$ cat src/rtl/demux2_stream_if.sv
// demux2_stream_if
//   Stream bundle for the 1-to-2 demultiplexer: one producer-side input
//   stream with a destination select bit, and two consumer-side channels.
//   Parameter:
//     N          data width in bits
//   Signals:
//     in_data    input word           in_sel    destination (0 = A, 1 = B)
//     in_valid   input word present   in_ready  demux can accept this cycle
//     a_data     channel A word       a_valid   channel A holds a word
//     a_ready    channel A consumer accepts
//     b_data     channel B word       b_valid   channel B holds a word
//     b_ready    channel B consumer accepts
//   Modports:
//     slave      the demultiplexer side
//     master     the surrounding producer/consumer side
interface demux2_stream_if #(
  parameter int N = 16
) ();
  logic [N-1:0] in_data;
  logic         in_sel;
  logic         in_valid;
  logic         in_ready;
  logic [N-1:0] a_data;
  logic         a_valid;
  logic         a_ready;
  logic [N-1:0] b_data;
  logic         b_valid;
  logic         b_ready;

  modport slave (
    input  in_data, in_sel, in_valid, a_ready, b_ready,
    output in_ready, a_data, a_valid, b_data, b_valid
  );

  modport master (
    output in_data, in_sel, in_valid, a_ready, b_ready,
    input  in_ready, a_data, a_valid, b_data, b_valid
  );
endinterface

$ cat src/rtl/demux2_stream.sv
// demux2_stream
//   Registered 1-to-2 stream demultiplexer. Each input word is steered by
//   its select bit into a one-entry holding slot for channel A or B. The
//   slots are independent, so a stalled consumer only blocks words aimed at
//   its own channel. Per-channel 8-bit counters record accepted words.
//   Ports:
//     clk       rising-edge clock
//     rst       asynchronous, active-high reset
//     enable    1 = accept new words; 0 = input blocked, slots still drain
//     bus       stream bundle (slave side), see demux2_stream_if
//     a_count   words accepted into channel A since reset, modulo 256
//     b_count   words accepted into channel B since reset, modulo 256
module demux2_stream #(
  parameter int N = 16
) (
  input  logic             clk,
  input  logic             rst,
  input  logic             enable,
  demux2_stream_if.slave   bus,
  output logic [7:0]       a_count,
  output logic [7:0]       b_count
);

  logic [N-1:0] a_data_r;
  logic         a_valid_r;
  logic [7:0]   a_count_r;
  logic [N-1:0] b_data_r;
  logic         b_valid_r;
  logic [7:0]   b_count_r;

  logic         free_a_s;
  logic         free_b_s;
  logic         in_ready_s;
  logic         load_a_s;
  logic         load_b_s;
  logic         drain_a_s;
  logic         drain_b_s;

  // Slot availability, input handshake and per-slot load/drain strobes.
  // A slot is free when empty or when its current word leaves this edge,
  // which lets a full slot be refilled with no bubble.
  always_comb begin
    free_a_s   = 1'b0;
    free_b_s   = 1'b0;
    in_ready_s = 1'b0;
    load_a_s   = 1'b0;
    load_b_s   = 1'b0;
    drain_a_s  = 1'b0;
    drain_b_s  = 1'b0;

    free_a_s  = (!a_valid_r) || bus.a_ready;
    free_b_s  = (!b_valid_r) || bus.b_ready;
    drain_a_s = a_valid_r && bus.a_ready;
    drain_b_s = b_valid_r && bus.b_ready;

    if (enable) begin
      in_ready_s = bus.in_sel ? free_b_s : free_a_s;
    end else begin
      in_ready_s = 1'b0;
    end

    if (bus.in_valid && in_ready_s) begin
      load_a_s = !bus.in_sel;
      load_b_s = bus.in_sel;
    end else begin
      load_a_s = 1'b0;
      load_b_s = 1'b0;
    end
  end

  // Channel A slot and transfer counter; a load wins over a drain so a
  // same-edge drain+load keeps the slot valid with the new word.
  always_ff @(posedge clk or posedge rst) begin
    if (rst) begin
      a_data_r  <= {N{1'b0}};
      a_valid_r <= 1'b0;
      a_count_r <= 8'd0;
    end else if (load_a_s) begin
      a_data_r  <= bus.in_data;
      a_valid_r <= 1'b1;
      a_count_r <= a_count_r + 8'd1;
    end else if (drain_a_s) begin
      a_valid_r <= 1'b0;
    end else begin
      a_valid_r <= a_valid_r;
    end
  end

  // Channel B slot and transfer counter, mirror of channel A.
  always_ff @(posedge clk or posedge rst) begin
    if (rst) begin
      b_data_r  <= {N{1'b0}};
      b_valid_r <= 1'b0;
      b_count_r <= 8'd0;
    end else if (load_b_s) begin
      b_data_r  <= bus.in_data;
      b_valid_r <= 1'b1;
      b_count_r <= b_count_r + 8'd1;
    end else if (drain_b_s) begin
      b_valid_r <= 1'b0;
    end else begin
      b_valid_r <= b_valid_r;
    end
  end

  assign bus.in_ready = in_ready_s;
  assign bus.a_data   = a_data_r;
  assign bus.a_valid  = a_valid_r;
  assign bus.b_data   = b_data_r;
  assign bus.b_valid  = b_valid_r;
  assign a_count      = a_count_r;
  assign b_count      = b_count_r;

endmodule

$ cat src/flat_wrapper.sv
// flat-port wrapper written by rule: the top's interface ports become plain ports
module demux2_stream_flat 
#(
  parameter int N = 16
)
  (clk, rst, enable, a_count, b_count, bus_in_data, bus_in_sel, bus_in_valid, bus_a_ready, bus_b_ready, bus_in_ready, bus_a_data, bus_a_valid, bus_b_data, bus_b_valid);
  demux2_stream_if #(.N(N)) bus_i ();
  input  logic clk;
  input  logic rst;
  input  logic enable;
  output logic [7:0] a_count;
  output logic [7:0] b_count;
  input wire logic [$bits(bus_i.in_data)-1:0] bus_in_data;
  input wire logic [$bits(bus_i.in_sel)-1:0] bus_in_sel;
  input wire logic [$bits(bus_i.in_valid)-1:0] bus_in_valid;
  input wire logic [$bits(bus_i.a_ready)-1:0] bus_a_ready;
  input wire logic [$bits(bus_i.b_ready)-1:0] bus_b_ready;
  output wire logic [$bits(bus_i.in_ready)-1:0] bus_in_ready;
  output wire logic [$bits(bus_i.a_data)-1:0] bus_a_data;
  output wire logic [$bits(bus_i.a_valid)-1:0] bus_a_valid;
  output wire logic [$bits(bus_i.b_data)-1:0] bus_b_data;
  output wire logic [$bits(bus_i.b_valid)-1:0] bus_b_valid;
  assign bus_i.in_data = bus_in_data;
  assign bus_i.in_sel = bus_in_sel;
  assign bus_i.in_valid = bus_in_valid;
  assign bus_i.a_ready = bus_a_ready;
  assign bus_i.b_ready = bus_b_ready;
  assign bus_in_ready = bus_i.in_ready;
  assign bus_a_data = bus_i.a_data;
  assign bus_a_valid = bus_i.a_valid;
  assign bus_b_data = bus_i.b_data;
  assign bus_b_valid = bus_i.b_valid;
  demux2_stream #(.N(N)) u_core (.clk(clk), .rst(rst), .enable(enable), .bus(bus_i), .a_count(a_count), .b_count(b_count));
endmodule
$ cat config.mk
export PLATFORM = sky130hd
export DESIGN_NAME = demux2_stream_flat
export DESIGN_NICKNAME = d
export VERILOG_FILES = /design/src/rtl/demux2_stream_if.sv /design/src/rtl/demux2_stream.sv /design/src/flat_wrapper.sv
export SDC_FILE = /design/constraint.sdc
export NUM_CORES = 1
export LEC_CHECK = 0
export ABC_AREA = 1
export CAP_MARGIN = 10
export CORE_MARGIN = 2
export CORE_UTILIZATION = 28
export CTS_CLUSTER_SIZE = 16
export DETAILED_ROUTE_END_ITERATION = 10
export SLEW_MARGIN = 30
export SYNTH_ARGS = -nofsm -noshare
export SYNTH_HDL_FRONTEND = slang
export SYNTH_SLANG_ARGS = --single-unit
$ cat constraint.sdc
create_clock -name clk -period 2.8 [get_ports clk]
set_input_delay 0.56 -clock clk [delete_from_list [all_inputs] [get_ports clk]]
set_output_delay 0.56 -clock clk [all_outputs]
set_load 0.05 [all_outputs]
==> results.py, run 1 <==
metrics = {
    "grt": {
        "grt_antenna_before_repair": 0,
        "grt_pass1_wl_um": 9360,
        "grt.overflow.total": 0,
        "grtUsageTotal": 0.139,
        "largest_net_degree_at_the_start_of_global_routing": 51,
        "first_global_vias": 1909,
    },
    "detailed_routing": {
        "drt_drc_violations_left": 0,
        "wire_per_inst_um": 12.5,
        "antenna_violating_nets_left": 0,
        "via_count": 1820,
        "totalWireLength_um": 5370,
        "drtIter0Drc": 38,
        "routed_via_density": 4.23,
        "detailedRoute.firstPassIterationCount": 4,
    },
    "die": {
        "boundaryPins": 74,
        "fp.dieW_um": 92.2,
        "design.die.area_sq_mm": 0.00849,
        "core_sq_mm": 0.00761,
        "die_h_um": 92.2,
        "floorplan.initialDensity": 0.286,
        "num_rows": 32,
    },
    "worst_setup_path": {
        "worst_path_cell_trace": "clkdlybuf4s50_1 > clkinv_1 > nand3_1 > nand2_1 > nor2_2 > buf_12",
        "max_stage_delay_ns": 0.48,
        "worst_setup_path_end_kind": "primary output",
        "timing.setup.critical_path_class": "in2out",
        "critical_path_data_required_time_ns": 2.24,
        "timing.critical_path.slowest_stage_cell": "clkdlybuf4s50_1",
        "timing.critical_path.from_type": "primary input",
        "cp.arrival_ns": 1.61,
        "cp_top_family": "buffers and inverters",
        "cp_max_fo": 2,
        "cp.buffers_inverters": 3,
    },
    "synth": {
        "unique_masters_post_synth": 20,
        "syn-num-nets": 278,
        "ys_warn_count": 0,
        "ys_ff_latch": 50,
        "synth_area_per_cell_sq_um": 8.60,
        "synth_fa_ha_area_frac": 0.0115,
        "muxShareOfSynthArea": 0,
        "synth_top_family_by_area": "simple AND/OR/NAND/NOR gates",
        "synth-seq-area-share": 0.575,
        "mappedNetlistArea_sq_mm": 0.00218,
        "synth_simple_gate_area_share": 0.329,
        "synth_compound_gate_area_share": 0.00230,
        "syn-instance-count": 253,
        "synth-xor-area-share": 0.0403,
    },
    "place": {
        "port_buffers": 73,
        "dpl.hpwl_um": 3790,
        "globalplace.congestion": 0.713,
        "place_ws_ns": 0.470,
    },
    "cts": {
        "clock_transition_at_the_registers_of_the_reported_paths_ns": 0.08,
        "buffer_depth_of_the_longest_clock_path": 2,
        "cts_inserted_buffers": 5,
        "post-cts-setup-buffers": 0,
        "insertion_delay_ns": 0.30,
        "cts_htree_levels": 2,
        "clock_tree_from_tritoncts": "yes",
        "postCtsResizedCells": 0,
        "clock-sinks": 50,
        "cts_hold_buf": 0,
        "cts-root-buf": "clkbuf_8",
    },
    "timing": {
        "slew_viol_final": 0,
        "max_freq_mhz": 461,
        "max_slew_margin": 0.574,
        "timing.final.setup_violations": 0,
        "final_period_minus_worst_setup_slack_ns": 2.17,
        "finalCritPeriodShare": 0.775,
        "final-hold-violation-count": 0,
        "fin_worst_skew_ns": 0.00907,
        "rsz_0062_raised_after_global_routing": "no",
        "tightestPinTransition_ns": 0.639,
        "final_critical_path_setup_slack_ns": 0.630,
        "timing.setup.tns_ns": 0,
    },
    "finish": {
        "fraction_of_final_layout_cells_sized_beyond_drive_strength_1": 0.0579,
        "syn2layout_area_growth_pct": 43.5,
        "count_of_nets_after_finishing": 352,
        "diode_count": 0,
    },
    "status": {
        "run_status": "finished, final reports clean",
    },
    "power_and_ir_drop": {
        "total_leakage_power_nw": 1.51,
        "power.ir.vdd_worst_mv": 0.306,
        "power_density_mw_per_mm2": 826,
    },
    "flow_run": {
        "max_cap_viol_count": 0,
    },
    "min_path": {
        "hold_class": "reg2reg",
    },
}
routing by layer:
metal | track usage | vias to the layer above | wire length, um
li1 | - | 935 | -
met1 | 0.179 | 830 | 2500
met2 | 0.227 | 48 | 2480
met3 | 0.0370 | 7 | 333
met4 | 0.0448 | 0 | 57
met5 | 0 | - | 0
power breakdown:
group	total [W]	internal [W]	switching (W)
logic	0.00108	0.000360	0.000721
registers	0.000999	0.000864	0.000135
clock network	0.000500	0.000267	0.000234
total	0.00258	0.00149	0.00109
layout make-up:
| class | count | area (sq um) |
|---|---|---|
| timing repair buffer | 76 | 763 |
| inverter | 10 | 37.5 |
| tap | 102 | 128 |
| sequential | 50 | 1250 |
| multi-input combinational | 184 | 833 |
| clock inverter | 2 | 37.5 |
| clock buffer | 6 | 72.6 |
| fill | 789 | 4480 |
path summary, 6_finish.rpt:
| path | depth (start not counted) | endpoint | from | slack, ns |
|---|---|---|---|---|
| setup / recovery | 6 | bus_in_ready | bus_b_ready | 0.63 |
| hold / removal | 1 | u_core.b_count[7]$_DFFE_PP0P_ | u_core.b_count[7]$_DFFE_PP0P_ | 0.47 |
| setup reg to reg | 6 | u_core.bus.a_data[12]$_DFFE_PP0P_ | u_core.bus.b_valid$_DFFE_PP0P_ | 1.26 |
| hold reg to reg | 1 | u_core.b_count[7]$_DFFE_PP0P_ | u_core.b_count[7]$_DFFE_PP0P_ | 0.47 |
| max in group asynchronous | 3 | u_core.bus.a_data[13]$_DFFE_PP0P_ | rst | 1.63 |
| min in group asynchronous | 3 | u_core.b_count[6]$_DFFE_PP0P_ | rst | 0.75 |
cell usage after synthesis, drive strengths merged:
cell type,instances,area share
nand4,1,0.0057
inv,8,0.014
ha,2,0.011
nor2,15,0.032
xnor2,3,0.012
xor2,7,0.028
dfrtp,50,0.58
nand2,121,0.21
buf,7,0.021
clkinv,2,0.0035
clkbuf,2,0.0035
nand3b,2,0.0069
nand3,32,0.076
o21ai,1,0.0023
placed cells by master, fill, tap and decap left out, drive strengths merged:
| master | n |
|---|---|
| nand2 | 121 |
| clkdlybuf4s50 | 72 |
| dfrtp | 50 |
| nand3 | 32 |
| nor2 | 15 |
| inv | 8 |
| xor2 | 7 |
| clkbuf | 6 |
| buf | 4 |
| xnor2 | 3 |
| clkinv | 2 |
| nand3b | 2 |
| ha | 2 |
| nand4 | 1 |
| o21ai | 1 |
| bufinv | 1 |
| clkinvlp | 1 |
kinds of logic after synthesis:
kind of cell	count (synthesis)
AOI/OAI and AO/OA	1
xor gates and xnor gates	10
DFF	50
and+or+nand+nor	171
adders and majority gates	2
buffers and inverters	19
state kept, by name, summed over array words and instances (netlist names):
register	flops
u_core.bus.a_data	16
u_core.a_count	8
u_core.b_count	8
u_core.bus.b_valid	1
u_core.bus.b_data	16
u_core.bus.a_valid	1
through the flow:
step / area, sq um / total power (W) / std cells / hold slack (ns) / util
after global routing: 3120 / 0.00273 / 430 / 0.501 / 0.411
after global placement: 3010 / 0.00209 / 422 / 0.453 / 0.396
after detailed placement: 3010 / 0.00211 / 422 / 0.457 / 0.396
after CTS: 3120 / 0.00262 / 430 / 0.476 / 0.411
final: 3120 / 0.00258 / 430 / 0.471 / 0.411
after floorplan: 2180 / 0.00170 / 253 / 0.670 / -
(Power assumes the default switching activity.)
==> run 2, diff against run 1 <==
==> constraint.sdc (replaced) <==
create_clock -name clk -period 1.99 [get_ports clk]
set_input_delay 0.398 -clock clk [delete_from_list [all_inputs] [get_ports clk]]
set_output_delay 0.398 -clock clk [all_outputs]
set_load 0.05 [all_outputs]
==> run 2 against run 1 <==
Worst hold slack lost 0.015 ns. Worst setup slack lost 0.56 ns. Design area grew 2.2%. Non-clock buffer count grew 7. Largest cell class unchanged.
==> results.py, run 2 (synthesis gave the netlist of run 1 again) <==
metrics = {
    "cts": {
        "clock_transition_at_the_registers_of_the_reported_paths_ns": 0.09,
        "insertion_delay_ns": 0.30,
        "cts-root-buf": "clkbuf_8",
        "buffer_depth_of_the_longest_clock_path": 2,
        "clock_tree_from_tritoncts": "yes",
        "clock-sinks": 50,
        "cts_inserted_buffers": 5,
        "cts_htree_levels": 2,
    },
    "worst_setup_path": {
        "startpoint": "u_core.bus.b_valid$_DFFE_PP0P_",
        "cp_top_family": "buffers and inverters",
        "worst_setup_path_end_kind": "primary output",
        "cp.buffers_inverters": 1,
        "timing.setup.critical_path_class": "reg2out",
        "worst_path_cell_trace": "clkdlybuf4s50_1",
        "timing.critical_path.slowest_stage_cell": "clkdlybuf4s50_1",
        "cp.arrival_ns": 1.52,
        "timing.critical_path.from_type": "flip-flop",
        "max_stage_delay_ns": 0.83,
        "timing.rr.start": "u_core.bus.b_valid$_DFFE_PP0P_",
        "critical_path_data_required_time_ns": 1.59,
        "cp_max_fo": 3,
    },
    "detailed_routing": {
        "via_count": 1880,
        "totalWireLength_um": 5410,
        "wire_per_inst_um": 12.4,
        "detailedRoute.firstPassIterationCount": 4,
        "antenna_violating_nets_left": 0,
        "routed_via_density": 4.30,
        "drtIter0Drc": 87,
        "drt_drc_violations_left": 0,
    },
    "place": {
        "placed_cells": 429,
        "place_area_sq_mm": 0.00306,
        "port_buffers": 73,
        "dpl.hpwl_um": 3900,
        "globalplace.congestion": 0.718,
    },
    "timing": {
        "rsz_0062_raised_after_global_routing": "no",
        "fin_worst_skew_ns": 0.00588,
        "finalCritPeriodShare": 0.964,
        "max_freq_mhz": 521,
        "timing.final.setup_violations": 0,
        "tightestPinTransition_ns": 0.522,
        "max_slew_margin": 0.651,
        "final_period_minus_worst_setup_slack_ns": 1.92,
        "final-hold-violation-count": 0,
        "timing.setup.tns_ns": 0,
        "slew_viol_final": 0,
    },
    "die": {
        "die_h_um": 92.2,
        "core_sq_mm": 0.00761,
        "boundaryPins": 74,
        "design.die.area_sq_mm": 0.00849,
        "floorplan.initialDensity": 0.286,
        "fp.dieW_um": 92.2,
        "num_rows": 32,
    },
    "power_and_ir_drop": {
        "share_clk_of_total_power": 0.196,
        "combinational_share_of_power": 0.418,
        "seq_power_share": 0.386,
        "switching_power_w": 0.00154,
        "sw_frac_of_total": 0.425,
        "total_leakage_power_nw": 1.65,
        "cellInternalPower_w": 0.00209,
        "power_density_mw_per_mm2": 1140,
        "power.ir.vdd_worst_mv": 0.482,
    },
    "grt": {
        "grt.overflow.total": 0,
        "grt_pass1_wl_um": 9310,
        "first_global_vias": 1890,
        "grt_antenna_before_repair": 0,
        "grtUsageTotal": 0.138,
        "largest_net_degree_at_the_start_of_global_routing": 51,
    },
    "finish": {
        "utilization": 0.420,
        "layout_cells_excl_fill": 437,
        "layout.cells.most_common": "nand2_1",
        "count_of_nets_after_finishing": 359,
        "syn2layout_area_growth_pct": 46.7,
        "most-common-layout-cells": "121 x nand2_1, 60 x clkdlybuf4s50_1, 50 x dfrtp_1",
        "fraction_of_final_layout_cells_sized_beyond_drive_strength_1": 0.0985,
        "final.fill_count": 802,
        "final_design_area_no_fill_sq_mm": 0.00319,
        "diode_count": 0,
        "multi_input_area_sq_um": 833,
        "register_area_sq_mm": 0.00125,
    },
    "status": {
        "run_status": "finished, final reports clean",
    },
    "flow_run": {
        "max_cap_viol_count": 0,
    },
    "min_path": {
        "hold_class": "in2async",
    },
}
[run 2: cell count changes in the layout (fill, tap and decap cells not counted)]
cell / before / now
buf_4: 3 / 15
clkdlybuf4s50_1: 72 / 60
dlymetal6s2s_1: 0 / 6
buf_12: 1 / 2
clkbuf_1: 1 / 0
clkinvlp_4: 1 / 2
[run 2: stage by stage]
step / setup slack (ns) / power (W) / hold WS, ns
3_3_place_gp: 0.0906 / 0.00294 / 0.453
2_1_floorplan: 0.0798 / 0.00239 / 0.508
5_1_grt: 0.0121 / 0.00383 / 0.502
3_5_place_dp: 0.0824 / 0.00296 / 0.462
6_report: 0.0707 / 0.00363 / 0.455
4_1_cts: 0.00942 / 0.00369 / 0.463
[run 2: power groups by stage]
stage | Sequential, W | Combinational, W | Clock [W]
floorplan | 0.00210 | 0.000288 | 0
global placement | 0.00142 | 0.00152 | 0
detailed placement | 0.00142 | 0.00153 | 0
CTS | 0.00141 | 0.00154 | 0.000743
global route | 0.00144 | 0.00161 | 0.000785
finish | 0.00140 | 0.00152 | 0.000714
[run 2: worst paths after layout]
kind / endpoint / slack [ns] / depth (start not counted)
max: bus_b_valid / 0.07 / 1
min: u_core.bus.a_data[14]$_DFFE_PP0P_ / 0.46 / 3
max reg2reg: u_core.bus.a_data[13]$_DFFE_PP0P_ / 0.66 / 7
min reg2reg: u_core.bus.a_data[5]$_DFFE_PP0P_ / 0.48 / 2
max in group asynchronous: u_core.a_count[4]$_DFFE_PP0P_ / 1.30 / 3
min in group clk: u_core.bus.a_data[5]$_DFFE_PP0P_ / 0.48 / 2
[run 2: metal layers]
layer | part of all wire | track usage | vias to the layer above
met2 | 0.46 | 0.218 | 54
met5 | 0 | 0 | -
met3 | 0.064 | 0.0403 | 4
met4 | 0.0072 | 0.0373 | 0
met1 | 0.47 | 0.186 | 871
li1 | - | - | 951
[run 2: repair_timing]
action	4_1_cts	5_1_grt
hold buffers	0	0
gates resized for setup	0	6
setup buffers	0	0
setup endpoints to repair	0	6
[run 2: tightest hold or removal path, stage by stage]
cell	delay, ns
clkdlybuf4s50_1	0.41
inv_2	0.07
buf_12	0.25
[run 2: area by class of cell]
type	count	share of cell area
Timing Repair Buffer	83	0.260
Clock inverter	3	0.0141
Inverter	10	0.0118
Clock buffer	5	0.0216
Sequential cell	50	0.392
Tap cell	102	0.0400
Multi-Input combinational cell	184	0.261
==> run 3, diff against run 2 <==
--- a/config.mk
+++ b/config.mk
@@ -9,7 +9,6 @@
 export CAP_MARGIN = 10
 export CORE_MARGIN = 2
 export CORE_UTILIZATION = 28
-export CTS_CLUSTER_SIZE = 16
 export DETAILED_ROUTE_END_ITERATION = 10
 export SLEW_MARGIN = 30
 export SYNTH_ARGS = -nofsm -noshare
==> results of run 3 <==
Same layout as run 2: the final DEF is identical, and so are final timing and power.
